==> config.mk <==
export PLATFORM = sky130hd
export DESIGN_NAME = usart_receive_flat
export DESIGN_NICKNAME = d
export VERILOG_FILES = /design/src/rtl/usart_receive_pkg.sv /design/src/rtl/usart_receive_if.sv /design/src/rtl/usart_rx_bps.sv /design/src/rtl/usart_receive.sv /design/src/flat_wrapper.sv
export SDC_FILE = /design/constraint.sdc
export NUM_CORES = 1
export LEC_CHECK = 0
export CAP_MARGIN = 20
export CORE_ASPECT_RATIO = 1.2
export CORE_UTILIZATION = 55
export DETAILED_ROUTE_END_ITERATION = 8
export DONT_BUFFER_PORTS = 1
export PLACE_DENSITY = 0.74
export SLEW_MARGIN = 10
export SYNTH_ARGS = -nofsm -noshare
export SYNTH_HDL_FRONTEND = slang
export SYNTH_SLANG_ARGS = --single-unit
==> constraint.sdc <==
create_clock -name clk -period 2.2 [get_ports clk]
set_clock_uncertainty 0.2 [all_clocks]
set_input_delay 0.44 -clock clk [delete_from_list [all_inputs] [get_ports clk]]
set_output_delay 0.44 -clock clk [all_outputs]
set_load 0.01 [all_outputs]
==> src/rtl/usart_receive_pkg.sv <==
// Shared UART definitions: receiver FSM encoding and baud-rate derivation
// (the divider and mid-bit point are also used by the transmitter).
package usart_receive_pkg;

    localparam logic [2:0] ST_IDLE   = 3'd0;
    localparam logic [2:0] ST_START  = 3'd1;
    localparam logic [2:0] ST_DATA   = 3'd2;
    localparam logic [2:0] ST_PARITY = 3'd3;
    localparam logic [2:0] ST_STOP   = 3'd4;

    // clocks per bit period
    function automatic int bps_div(input int clk_freq, input int baud);
        return clk_freq / baud;
    endfunction

    // counter value at which a bit is sampled (middle of the bit)
    function automatic int bps_half(input int clk_freq, input int baud);
        return (clk_freq / baud) / 2 - 1;
    endfunction

endpackage

==> src/rtl/usart_receive_if.sv <==
// Receiver line/output bundle. master = receiver side, slave = line driver
// and consumer of received bytes.
interface usart_receive_if #(
    parameter int PORT_WID = 8
);
    logic                RXD;
    logic [PORT_WID-1:0] dataout;
    logic                RI;
    logic                frame_err;
    logic                parity_err;
    logic                busy;

    modport master (
        input  RXD,
        output dataout, RI, frame_err, parity_err, busy
    );

    modport slave (
        output RXD,
        input  dataout, RI, frame_err, parity_err, busy
    );
endinterface

==> src/rtl/usart_rx_bps.sv <==
// Baud counter for the receiver: counts 0..BPS_DIV-1 while run is high,
// held at 0 otherwise, and strobes sample at the mid-bit count.
module usart_rx_bps
    import usart_receive_pkg::*;
#(
    parameter int CLK_FREQ = 50000000,
    parameter int BAUD     = 115200
) (
    input  logic clk,
    input  logic rst_n,
    input  logic run,
    output logic sample
);
    localparam int DIV  = bps_div(CLK_FREQ, BAUD);
    localparam int HALF = bps_half(CLK_FREQ, BAUD);
    localparam int CW   = (DIV > 1) ? $clog2(DIV) : 1;

    logic [CW-1:0] cnt;

    // free-running bit-period counter, cleared whenever the receiver is idle
    always_ff @(posedge clk or negedge rst_n) begin
        if (!rst_n)                   cnt <= '0;
        else if (!run)                cnt <= '0;
        else if (cnt == CW'(DIV - 1)) cnt <= '0;
        else                          cnt <= cnt + 1'b1;
    end

    assign sample = run && (cnt == CW'(HALF));

endmodule

==> src/rtl/usart_receive.sv <==
// UART receiver: 2-flop RXD synchronizer, start-edge detect, LSB-first
// shift register and frame checks. Optional even parity bit is enabled with
// macro USART_RX_PARITY_EN (default build: 8N1, parity_err tied low).
module usart_receive
    import usart_receive_pkg::*;
#(
    parameter int CLK_FREQ = 50000000,
    parameter int BAUD     = 115200,
    parameter int PORT_WID = 8
) (
    input  logic            clk,
    input  logic            rst_n,
    usart_receive_if.master bus
);
    localparam int BW = $clog2(PORT_WID + 1);

`ifdef USART_RX_PARITY_EN
    localparam logic [2:0] ST_AFTER_DATA = ST_PARITY;
`else
    localparam logic [2:0] ST_AFTER_DATA = ST_STOP;
`endif

    logic                rx_s1, rx_s2, rx_prev;
    logic                fall;
    logic [2:0]          state;
    logic [BW-1:0]       bit_cnt;
    logic [PORT_WID-1:0] shreg;
    logic [PORT_WID-1:0] dout;
    logic                ri, fe;
    logic                run, sample;

    // synchronize RXD; rx_prev gives the previous synchronized value for edge detect
    always_ff @(posedge clk or negedge rst_n) begin
        if (!rst_n) begin
            rx_s1   <= 1'b1;
            rx_s2   <= 1'b1;
            rx_prev <= 1'b1;
        end else begin
            rx_s1   <= bus.RXD;
            rx_s2   <= rx_s1;
            rx_prev <= rx_s2;
        end
    end

    // a start needs a real high-to-low edge, so a held-low break never retriggers
    assign fall = rx_prev & ~rx_s2;
    assign run  = (state != ST_IDLE);

    usart_rx_bps #(
        .CLK_FREQ (CLK_FREQ),
        .BAUD     (BAUD)
    ) u_bps (
        .clk    (clk),
        .rst_n  (rst_n),
        .run    (run),
        .sample (sample)
    );

    // frame FSM, shift register and registered output pulses
    always_ff @(posedge clk or negedge rst_n) begin
        if (!rst_n) begin
            state   <= ST_IDLE;
            bit_cnt <= '0;
            shreg   <= '0;
            dout    <= '0;
            ri      <= 1'b0;
            fe      <= 1'b0;
        end else begin
            ri <= 1'b0;
            fe <= 1'b0;
            case (state)
                ST_IDLE: begin
                    bit_cnt <= '0;
                    if (fall) state <= ST_START;
                end
                ST_START: begin
                    // line back high at mid start bit: glitch, not a frame
                    if (sample) state <= rx_s2 ? ST_IDLE : ST_DATA;
                end
                ST_DATA: begin
                    if (sample) begin
                        shreg <= {rx_s2, shreg[PORT_WID-1:1]};
                        if (bit_cnt == BW'(PORT_WID - 1)) begin
                            bit_cnt <= '0;
                            state   <= ST_AFTER_DATA;
                        end else begin
                            bit_cnt <= bit_cnt + 1'b1;
                        end
                    end
                end
                ST_PARITY: begin
                    if (sample) state <= ST_STOP;
                end
                ST_STOP: begin
                    // back to IDLE at mid stop bit so a following start edge is caught
                    if (sample) begin
                        state <= ST_IDLE;
                        if (rx_s2) begin
                            dout <= shreg;
                            ri   <= 1'b1;
                        end else begin
                            fe   <= 1'b1;
                        end
                    end
                end
                default: state <= ST_IDLE;
            endcase
        end
    end

`ifdef USART_RX_PARITY_EN
    logic par_bad, pe;

    // even parity check; reported alongside the stop-bit result
    always_ff @(posedge clk or negedge rst_n) begin
        if (!rst_n) begin
            par_bad <= 1'b0;
            pe      <= 1'b0;
        end else begin
            pe <= 1'b0;
            if (state == ST_IDLE)
                par_bad <= 1'b0;
            else if (state == ST_PARITY && sample)
                par_bad <= rx_s2 ^ (^shreg);
            if (state == ST_STOP && sample)
                pe <= par_bad;
        end
    end

    assign bus.parity_err = pe;
`else
    assign bus.parity_err = 1'b0;
`endif

    assign bus.dataout   = dout;
    assign bus.RI        = ri;
    assign bus.frame_err = fe;
    assign bus.busy      = run;

endmodule

==> src/flat_wrapper.sv <==
// flat-port wrapper written by rule: the top's interface ports become plain ports
module usart_receive_flat import usart_receive_pkg::*;
#(
    parameter int CLK_FREQ = 50000000,
    parameter int BAUD     = 115200,
    parameter int PORT_WID = 8
)
  (clk, rst_n, bus_RXD, bus_dataout, bus_RI, bus_frame_err, bus_parity_err, bus_busy);
  usart_receive_if #(.PORT_WID(PORT_WID)) bus_i ();
  input  logic clk;
  input  logic rst_n;
  input wire logic [$bits(bus_i.RXD)-1:0] bus_RXD;
  output wire logic [$bits(bus_i.dataout)-1:0] bus_dataout;
  output wire logic [$bits(bus_i.RI)-1:0] bus_RI;
  output wire logic [$bits(bus_i.frame_err)-1:0] bus_frame_err;
  output wire logic [$bits(bus_i.parity_err)-1:0] bus_parity_err;
  output wire logic [$bits(bus_i.busy)-1:0] bus_busy;
  assign bus_i.RXD = bus_RXD;
  assign bus_dataout = bus_i.dataout;
  assign bus_RI = bus_i.RI;
  assign bus_frame_err = bus_i.frame_err;
  assign bus_parity_err = bus_i.parity_err;
  assign bus_busy = bus_i.busy;
  usart_receive #(.CLK_FREQ(CLK_FREQ), .BAUD(BAUD), .PORT_WID(PORT_WID)) u_core (.clk(clk), .rst_n(rst_n), .bus(bus_i));
endmodule
# Yosys cells after proc, flatten, opt, wreduce, memory -nomap -nowiden
# Cells that the tools add are included.
dict set report totals {
  out_inout_bits 12
  register_bits 37
  input_bits 3
}
dict set report classes {
  n_eq_ne 13
  mux 19
  addsub 2
  n_reduce_logical 8
  bitwise_logic 2
}
# cell count
set ops {}
lappend ops {{$mux 3} 6}
lappend ops {{$mux 9} 2}
lappend ops {{$pmux 3 s5} 1}
lappend ops {{$ne 2x1->1 const B} 6}
lappend ops {{$add 9x1->9 const B} 1}
lappend ops {{$eq 9x8->1 const B} 1}
lappend ops {{$eq 9x9->1 const B} 1}
lappend ops {{$mux 4} 2}
lappend ops {{$pmux 4 s2} 1}
lappend ops {{$eq 3x2->1 const B} 2}
lappend ops {{$mux 1} 6}
lappend ops {{$reduce_and 6->1} 1}
lappend ops {{$add 4x1->4 const B} 1}
lappend ops {{$eq 4x3->1 const B} 1}
lappend ops {{$reduce_and 2->1} 2}
lappend ops {{$eq 3x1->1 const B} 1}
lappend ops {{$eq 3x3->1 const B} 1}
lappend ops {{$logic_not 3->1} 1}
lappend ops {{$reduce_and 3->1} 1}
lappend ops {{$reduce_bool 3->1} 1}
lappend ops {{$mux 2} 1}
lappend ops {{$reduce_bool 2->1} 1}
lappend ops {{$and 1x1->1} 1}
lappend ops {{$logic_and 1x1->1} 1}
lappend ops {{$not 1->1} 1}

# Depth between registers and ports, before layout
# Gate-level depths: netlist of run 1.
dict set report depth {
  depth_word 4
  ltp_mapped 6
}

# Hierarchy
# A second synthesis of run 1 with hierarchy kept.
dict set report hier_totals {
  hier_cells 134
  area_unflattened_um2 1649.1
}
# mod instances seq_area_each_um2 area_per_inst_um2 cells_per_inst
set by_module_without_submodules {}
lappend by_module_without_submodules {usart_receive 1 704.4 1168.6 86}
lappend by_module_without_submodules {usart_rx_bps 1 225.2 480.5 48}

# Worst setup path after synthesis of run 1
# Ideal clock, no wire load.
dict set report synth_timing {
  path_kind {register -> register}
  from {register u_core.u_bps.cnt[0]}
  to {register u_core.dout[0] (netlist: u_core.bus.dataout[0])}
  required_time_ps 1875
  arrival_time_ps 1442
  path_stages_with_launch 7
  period_less_slack_ps 1767
  setup_slack_ps 433
  n_path_buf 1
  setup_ps 125
  cell_sequence {dfrtp_1 -> inv_1 -> ha_1 -> nor4bb_4 -> buf_6 -> nand4_4 -> mux2_4}
}
dict set report synth_between {
  elab_chain_cells 3
}
# item line
set synth_lines {}
lappend synth_lines {{from (decl)} usart_rx_bps.sv:18} ;# logic [CW-1:0] cnt;
lappend synth_lines {{from (signal assigned)} usart_rx_bps.sv:25} ;# else cnt <= cnt + 1'b1;
lappend synth_lines {{$eq 9x8->1} usart_rx_bps.sv:28} ;# assign sample = run && (cnt == CW'(HALF));
lappend synth_lines {{$logic_and 1x1->1} usart_rx_bps.sv:28}
lappend synth_lines {{$reduce_and 3->1 (no source line)} --}
lappend synth_lines {{to (signal assigned)} usart_receive.sv:99} ;# dout <= shreg;
lappend synth_lines {{to (decl)} usart_receive.sv:28} ;# logic [PORT_WID-1:0] dout;
# No other way between the ends.
# A chain may end at the register's enable or synchronous reset.

# Worst setup path after layout of run 1
dict set report layout_timing {
  from {register u_core.state[1]}
  to {output port bus_busy}
}
dict set report layout_between {
  elab_chain_cells 1
}
# item line
set layout_lines {}
lappend layout_lines {{from (decl)} usart_receive.sv:25} ;# logic [2:0] state;
lappend layout_lines {{from (signal assigned)} usart_receive.sv:78} ;# if (sample) state <= rx_s2 ? ST_IDLE : ST_DATA;
lappend layout_lines {{$reduce_bool 3->1} usart_receive.sv:47} ;# assign run = (state != ST_IDLE);
lappend layout_lines {{to (decl)} flat_wrapper.sv:17} ;# output wire logic [$bits(bus_i.busy)-1:0] bus_busy;
# No other way between the ends.

==> results of run 1 <==
## cells in the mapped netlist, types with 2 or more instances
library cell | count | share of area (%)
a21oi_1 | 6 | 1.7
a221o_1 | 2 | 1.2
and3_1 | 3 | 1.1
buf_4 | 2 | 0.87
clkbuf_1 | 2 | 0.43
dfrtp_1 | 34 | 49
dfstp_2 | 3 | 4.6
ha_1 | 4 | 2.9
inv_1 | 6 | 1.3
mux2_2 | 15 | 9.8
nand2_1 | 7 | 1.5
nand3_1 | 6 | 1.7
nand4_1 | 4 | 1.4
nand4_4 | 2 | 2.5
nor2_1 | 6 | 1.3
nor3b_1 | 2 | 0.87
nor4b_1 | 4 | 2.0
o21ai_0 | 4 | 1.2
or3_1 | 6 | 2.2
xnor2_1 | 2 | 1.0
## power by group through the flow
stage | registers (W) | logic (W) | clock network, W
CTS | 0.000815 | 0.000185 | 0.000486
detailed placement | 0.000825 | 0.000163 | 0
global placement | 0.000817 | 0.000157 | 0
global route | 0.000831 | 0.000211 | 0.000520
finish | 0.000815 | 0.000182 | 0.000476
floorplan | 0.000799 | 0.000142 | 0
## stage by stage
step / power (W) / setup slack (ns) / cell area (um2) / hold slack [ns] / utilization [%]
4_1_cts: 0.00149 / 0.133 / 1880 / 0.170 / 64.9
3_5_place_dp: 0.000988 / 0.159 / 1750 / -0.0549 / 60.6
3_3_place_gp: 0.000974 / 0.245 / 1750 / -0.0550 / 60.6
2_1_floorplan: 0.000941 / 0.433 / 1730 / -0.0556 / -
5_1_grt: 0.00156 / 0.0496 / 1880 / 0.170 / 64.9
6_report: 0.00147 / 0.155 / 1880 / 0.168 / 64.9
## flip-flops by register name, summed over array words and instances (netlist names)
name and count:
u_core.rx_s2 1, u_core.bit_cnt 4, u_core.bus.RI 1, u_core.rx_s1 1
u_core.u_bps.cnt 9, u_core.rx_prev 1, u_core.shreg 8, u_core.state 3
u_core.bus.dataout 8, u_core.bus.frame_err 1
## routing by layer
metal	wire, um	GRT usage (%)	share of wire [%]	vias to the layer above
li1	-	-	-	527
met1	1290	26.7	44	532
met2	1480	33.2	50	26
met3	112	6.52	3.8	6
met4	55	9.21	1.9	0
met5	0	0	0	-
## logic make-up after synthesis
family / after synthesis / synth area share [%]
AOI/OAI and AO/OA: 20 / 7.90
xor gates and xnor gates: 3 / 1.52
adders and majority gates: 4 / 2.90
buffers and inverters: 12 / 3.55
DFF: 37 / 53.8
muxes: 17 / 11.2
other: 1 / 0.217
and+or+nand+nor: 47 / 18.8
## worst max-delay path by stage
stage	start	endpoint	slack (ns)	cells past startpoint
after floorplan	u_core.u_bps.cnt[0]$_DFF_PN0_	u_core.bus.dataout[0]$_DFFE_PN0P_	0.43	6
after global placement	u_core.u_bps.cnt[0]$_DFF_PN0_	u_core.bus.dataout[0]$_DFFE_PN0P_	0.25	5
after detailed placement	u_core.u_bps.cnt[0]$_DFF_PN0_	u_core.bus.dataout[3]$_DFFE_PN0P_	0.16	5
after CTS	u_core.state[1]$_DFFE_PN0P_	bus_busy	0.13	2
after global routing	u_core.u_bps.cnt[0]$_DFF_PN0_	u_core.bus.dataout[0]$_DFFE_PN0P_	0.05	5
final	u_core.state[1]$_DFFE_PN0P_	bus_busy	0.15	2
## worst max-delay path, stage by stage, from the launching register on
cell	delay, ns
dfrtp_1	0.39
buf_4	0.18
or3_1	0.49
## final cells by class
class	instances	area (um2)	area share (%)
Sequential cell	37	930	49.5
Multi-Input combinational cell	92	736	39.2
Timing Repair Buffer	6	62.6	3.33
Clock inverter	3	46.3	2.47
Tap cell	34	42.5	2.27
Clock buffer	5	37.5	2.00
Inverter	6	22.5	1.20
## timing repair
action | in CTS | in global routing
resized for setup | 0 | 0
hold endpoints to repair | 38 | 0
hold buffers | 3 | 0
==> impl_results.md, run 1 <==
* Status: finished clean
* Post-Route WL at 2940 um
* Nets@finish at 155
* DRT antenna net count at 0
* Final hold vios at 0
* IO Pins at 15
* Worst min-delay path category: flip-flop to flip-flop
* Fin cells at 183
* Net Sw Frac at 28.6%
* Hold Path Cell Cnt at 0
* Htree depth at 2
* Die H at 63.4 um
* EDFF count, synth at 0
* Clock sink count at 37
* Internal at 0.00105 W
* Drt initial violations at 22
* Largest net degree at the start of global routing at 38
* Final Max Tran Viols at 0
* Area growth syn-to-layout at 8.70%
* Hold path startpoint: u_core.rx_s1$_DFF_PN1_
* Post-CTS setup buffer count at 0
* Startpoint Class: flip-flop
* Proportion of layout cells with a drive suffix above 1 at 24.8%
* Clock network fraction of design power at 32.3%
* Arrival time worst endpoint at 1.41 ns
* Reg2Reg Launch Point: u_core.u_bps.cnt[0]$_DFF_PN0_
* Final Setup Violations at 0
* First-pass GRT wire length at 5160 um
* Total track usage at 21.3%
* HPWL Detailed at 1980 um
* Vias in the first global route at 1135
* DR WL/cell at 16.0 um
* Fmax at 489 MHz
* CTS Root Cell: clkbuf_4
* Fin crit share at 93.0%
* Placed cell count at 172
* Initial core utilization at 59.7%
* Worst Hold End: u_core.rx_s2$_DFF_PN1_
* Post-synth top flop: dfrtp_1
* Mapped Cells at 141
* Max Root-Sink Buffers at 2
* Vias post-DR at 1091
* Fin Setup TNS at 0 ns
* R2r setup slk at 0.16 ns
* Most common cell after layout, fill and taps aside: dfrtp_1
* Port bufs at 0
* Reg2Reg Depth at 5
* Leakage at 0.874 nW
* FFs w/ async S/R, synth at 100%
* Rel. slew slack at 65.7%
* # diodes at 0
* Mapped Area at 1730 um2
* Comb pwr share at 12.3%
* Core area at 2890 um2
* DRC viols at 0
* Reg clk slew, reported paths at 0.11 ns
* Die area at 3370 um2
* Critical path type: flip-flop to output port
* First drt pass iteration count at 4
* Post-synthesis sequential area ratio at 53.8%
* CP required at 1.56 ns
* Worst vdd ir at 605 uV
* TritonCTS Buffers at 5
* Commonest cells after routing, fill and taps aside: dfrtp_1, mux2_2, nand2_1
* Vias per Instance at 5.96
* Sequential share of power at 55.3%
* Crit path time final at 2.05 ns
* Overflow after GRT at 0
* Skew-Pair Late Insertion Delay at 0.36 ns
* Synth Area per Inst at 12.2 um2
* PwrDens at 785 nW/um2
* Number of fill cells at 206
* Least-Margin Pin Slew at 0.514 ns
* Crit end category: output port
* Synth warn at 0
* Die Width at 53.2 um
* Row cnt at 21
* CTS tree: yes
* Worst-path fanout max at 13
* MaxCap Viol Count at 0
* R2r endpoint: u_core.bus.dataout[0]$_DFFE_PN0P_
* Net Sw Power at 0.000421 W
* Initial antenna violation count at 0
* Unrepaired setup endpoints after global routing: no
* Syn nets at 148
* Synth cell types at 41
* Synth Register Bits at 37
* Gpl congestion at 0.767
Power figures use the tool's default switching activity.
==> run 2, diff against run 1 <==
- CTS_CLUSTER_DIAMETER: unset -> 80
- REMOVE_ABC_BUFFERS: unset -> 1
==> impl_results.md, run 2 (synthesized netlist as in run 1, its figures left out) <==
* First-pass GRT wire length at 5180 um (+0.39%)
* Reg with most FFs: u_core.u_bps.cnt
* Net Sw Frac at 29.7% (+1.2 points)
* Worst Hold End: u_core.rx_s2$_DFF_PN1_
* Area growth syn-to-layout at 7.17%
* Least-Margin Pin Slew at 0.624 ns (+0.110 ns)
* Crit path time final at 2.03 ns (-0.0132 ns)
* Unrepaired setup endpoints after global routing: no
* Core area at 2890 um2 (unchanged)
* Hold path startpoint: u_core.rx_s1$_DFF_PN1_
* Placed Area at 1750 um2 (-0.43%)
* Max Root-Sink Buffers at 2 (unchanged)
* Skew-Pair Late Insertion Delay at 0.34 ns (-0.02 ns)
* Fin Setup TNS at 0 ns (unchanged)
* DRT antenna net count at 0 (unchanged)
* Clock sink count at 37 (unchanged)
* Port bufs at 0 (unchanged)
* Fin cells at 182 (-0.55%)
* Status: finished clean
* TritonCTS Buffers at 5 (unchanged)
* Post-CTS setup buffer count at 0 (unchanged)
* # diodes at 0 (unchanged)
* Number of fill cells at 224 (+8.7%)
* Rel. slew slack at 58.3% (-7.4 points)
* Final hold vios at 0 (unchanged)
* CTS Root Cell: clkbuf_4
* Placed cell count at 171 (-0.58%)
* Final hold slack at 0.156 ns (-0.0119 ns)
* R2r endpoint: u_core.bus.dataout[0]$_DFFE_PN0P_
* Reg clk slew, reported paths at 0.11 ns (about the same)
* CP required at 1.56 ns (about the same)
* Gpl congestion at 0.794 (+3.5%)
* HPWL Detailed at 2040 um (+3.2%)
* Worst vdd ir at 612 uV (+1.1%)
* Clock network fraction of design power at 27.4% (-4.9 points)
* Sequential share of power at 58.7% (+3.4 points)
* Largest net degree at the start of global routing at 38 (unchanged)
* Commonest cells after routing, fill and taps aside: dfrtp_1, mux2_2, nand2_1
* Total track usage at 21.7% (+0.38 points)
* PwrDens at 746 nW/um2 (-5.0%)
* Initial antenna violation count at 0 (unchanged)
* DRC viols at 0 (unchanged)
* Initial core utilization at 59.7% (unchanged)
* Crit end category: output port
* Row cnt at 21 (unchanged)
* Reg2Reg Depth at 3 (-2)
* CP max stage cell: or3_1
* Post-Route WL at 2910 um (-1.1%)
* R2r setup slk at 0.18 ns (+0.02 ns)
* Comb pwr share at 13.9% (+1.6 points)
* Htree depth at 2 (unchanged)
* Hold Path Cell Cnt at 0 (unchanged)
* Startpoint Class: flip-flop
* Die H at 63.4 um (unchanged)
* First drt pass iteration count at 4 (unchanged)
* Die area at 3370 um2 (unchanged)
* Largest register FFs at 9 (unchanged)
* Arrival time worst endpoint at 1.39 ns (-0.02 ns)
* Overflow after GRT at 0 (unchanged)
* Nets@finish at 154 (-0.65%)
* Vias in the first global route at 1135 (unchanged)
* Most common cell after layout, fill and taps aside: dfrtp_1
* Proportion of layout cells with a drive suffix above 1 at 24.3% (-0.51 points)
* Internal at 0.000970 W (-7.8%)
* Final Max Tran Viols at 0 (unchanged)
* CTS resizes at 0 (unchanged)
* Pwr Total at 0.00138 W (-6.3%)
* Vias per Instance at 6.21 (+4.2%)
* Net Sw Power at 0.000411 W (-2.4%)
* Reg2Reg Launch Point: u_core.state[2]$_DFFE_PN0P_
* Leakage at 0.865 nW (-0.99%)
* Final Setup Violations at 0 (unchanged)
* Max incr delay on CP at 0.47 ns (-0.02 ns)
* Finished Cell Area at 1850 um2 (-1.4%)
* Die Width at 53.2 um (unchanged)
* Fin crit share at 92.4% (-0.60 points)
* Worst-path fanout max at 13 (unchanged)
* Critical path type: flip-flop to output port
* Drt initial violations at 47 (+110%)
* Worst min-delay path category: flip-flop to flip-flop
* Vias post-DR at 1131 (+3.7%)
* CTS tree: yes
* IO Pins at 15 (unchanged)
* Fmax at 492 MHz (+0.65%)
* DR WL/cell at 16.0 um (-0.51%)
* CP Cell Sequence: buf_4 > or3_1
* MaxCap Viol Count at 0 (unchanged)
run 2: area by class of cell:
type / instances / area, um2 / area share [%]
sequential: 37 / 930 / 50.2
multi-input combinational: 92 / 736 / 39.8
timing repair buffer: 5 / 55.1 / 2.97
clock buffer: 6 / 51.3 / 2.77
tap: 34 / 42.5 / 2.30
inverter: 6 / 22.5 / 1.22
clock inverter: 2 / 13.8 / 0.744
run 2: power groups by stage:
stage | Sequential, W | Combinational (W) | Clock [W]
after floorplan | 0.000804 | 0.000134 | 0
after global placement | 0.000816 | 0.000154 | 0
after detailed placement | 0.000822 | 0.000168 | 0
after CTS | 0.000809 | 0.000192 | 0.000391
after global routing | 0.000821 | 0.000218 | 0.000423
final | 0.000810 | 0.000192 | 0.000378
run 2: stage by stage:
step                setup WS (ns)  util [%]
floorplan                   0.234         -
global placement            0.331      60.4
detailed placement          0.234      60.4
CTS                         0.147      64.0
global route               0.0808      64.0
finish                      0.168      64.0
run 2: how the worst max path moves through the flow:
stage | start | slack, ns | to | depth (start not counted)
floorplan | u_core.u_bps.cnt[0]$_DFF_PN0_ | 0.23 | u_core.bus.dataout[0]$_DFFE_PN0P_ | 5
global placement | u_core.u_bps.cnt[0]$_DFF_PN0_ | 0.33 | u_core.bus.dataout[0]$_DFFE_PN0P_ | 6
detailed placement | u_core.state[2]$_DFFE_PN0P_ | 0.23 | u_core.bus.dataout[0]$_DFFE_PN0P_ | 3
CTS | u_core.state[1]$_DFFE_PN0P_ | 0.15 | bus_busy | 2
global route | u_core.state[2]$_DFFE_PN0P_ | 0.08 | u_core.bus.dataout[0]$_DFFE_PN0P_ | 3
finish | u_core.state[1]$_DFFE_PN0P_ | 0.17 | bus_busy | 2
run 2: worst max-delay path, delay by kind of cell, from the launching register on:
kind	cells	cell delay [ns]
flip-flops	1	0.40
AND/OR/NAND/NOR	1	0.47
buffers and inverters	1	0.18
run 2: what timing repair did:
action,CTS,global route
hold buffers,3,0
endpoints found under the hold margin,38,0
endpoints found under the setup margin,0,0
run 2: per-layer routing:
layer	global-route usage, %	share of wire [%]	vias to the layer above
li1	-	-	528
met1	26.9	42	556
met2	33.2	49	36
met3	7.97	5.4	11
met4	9.54	3.0	0
met5	0	0	-
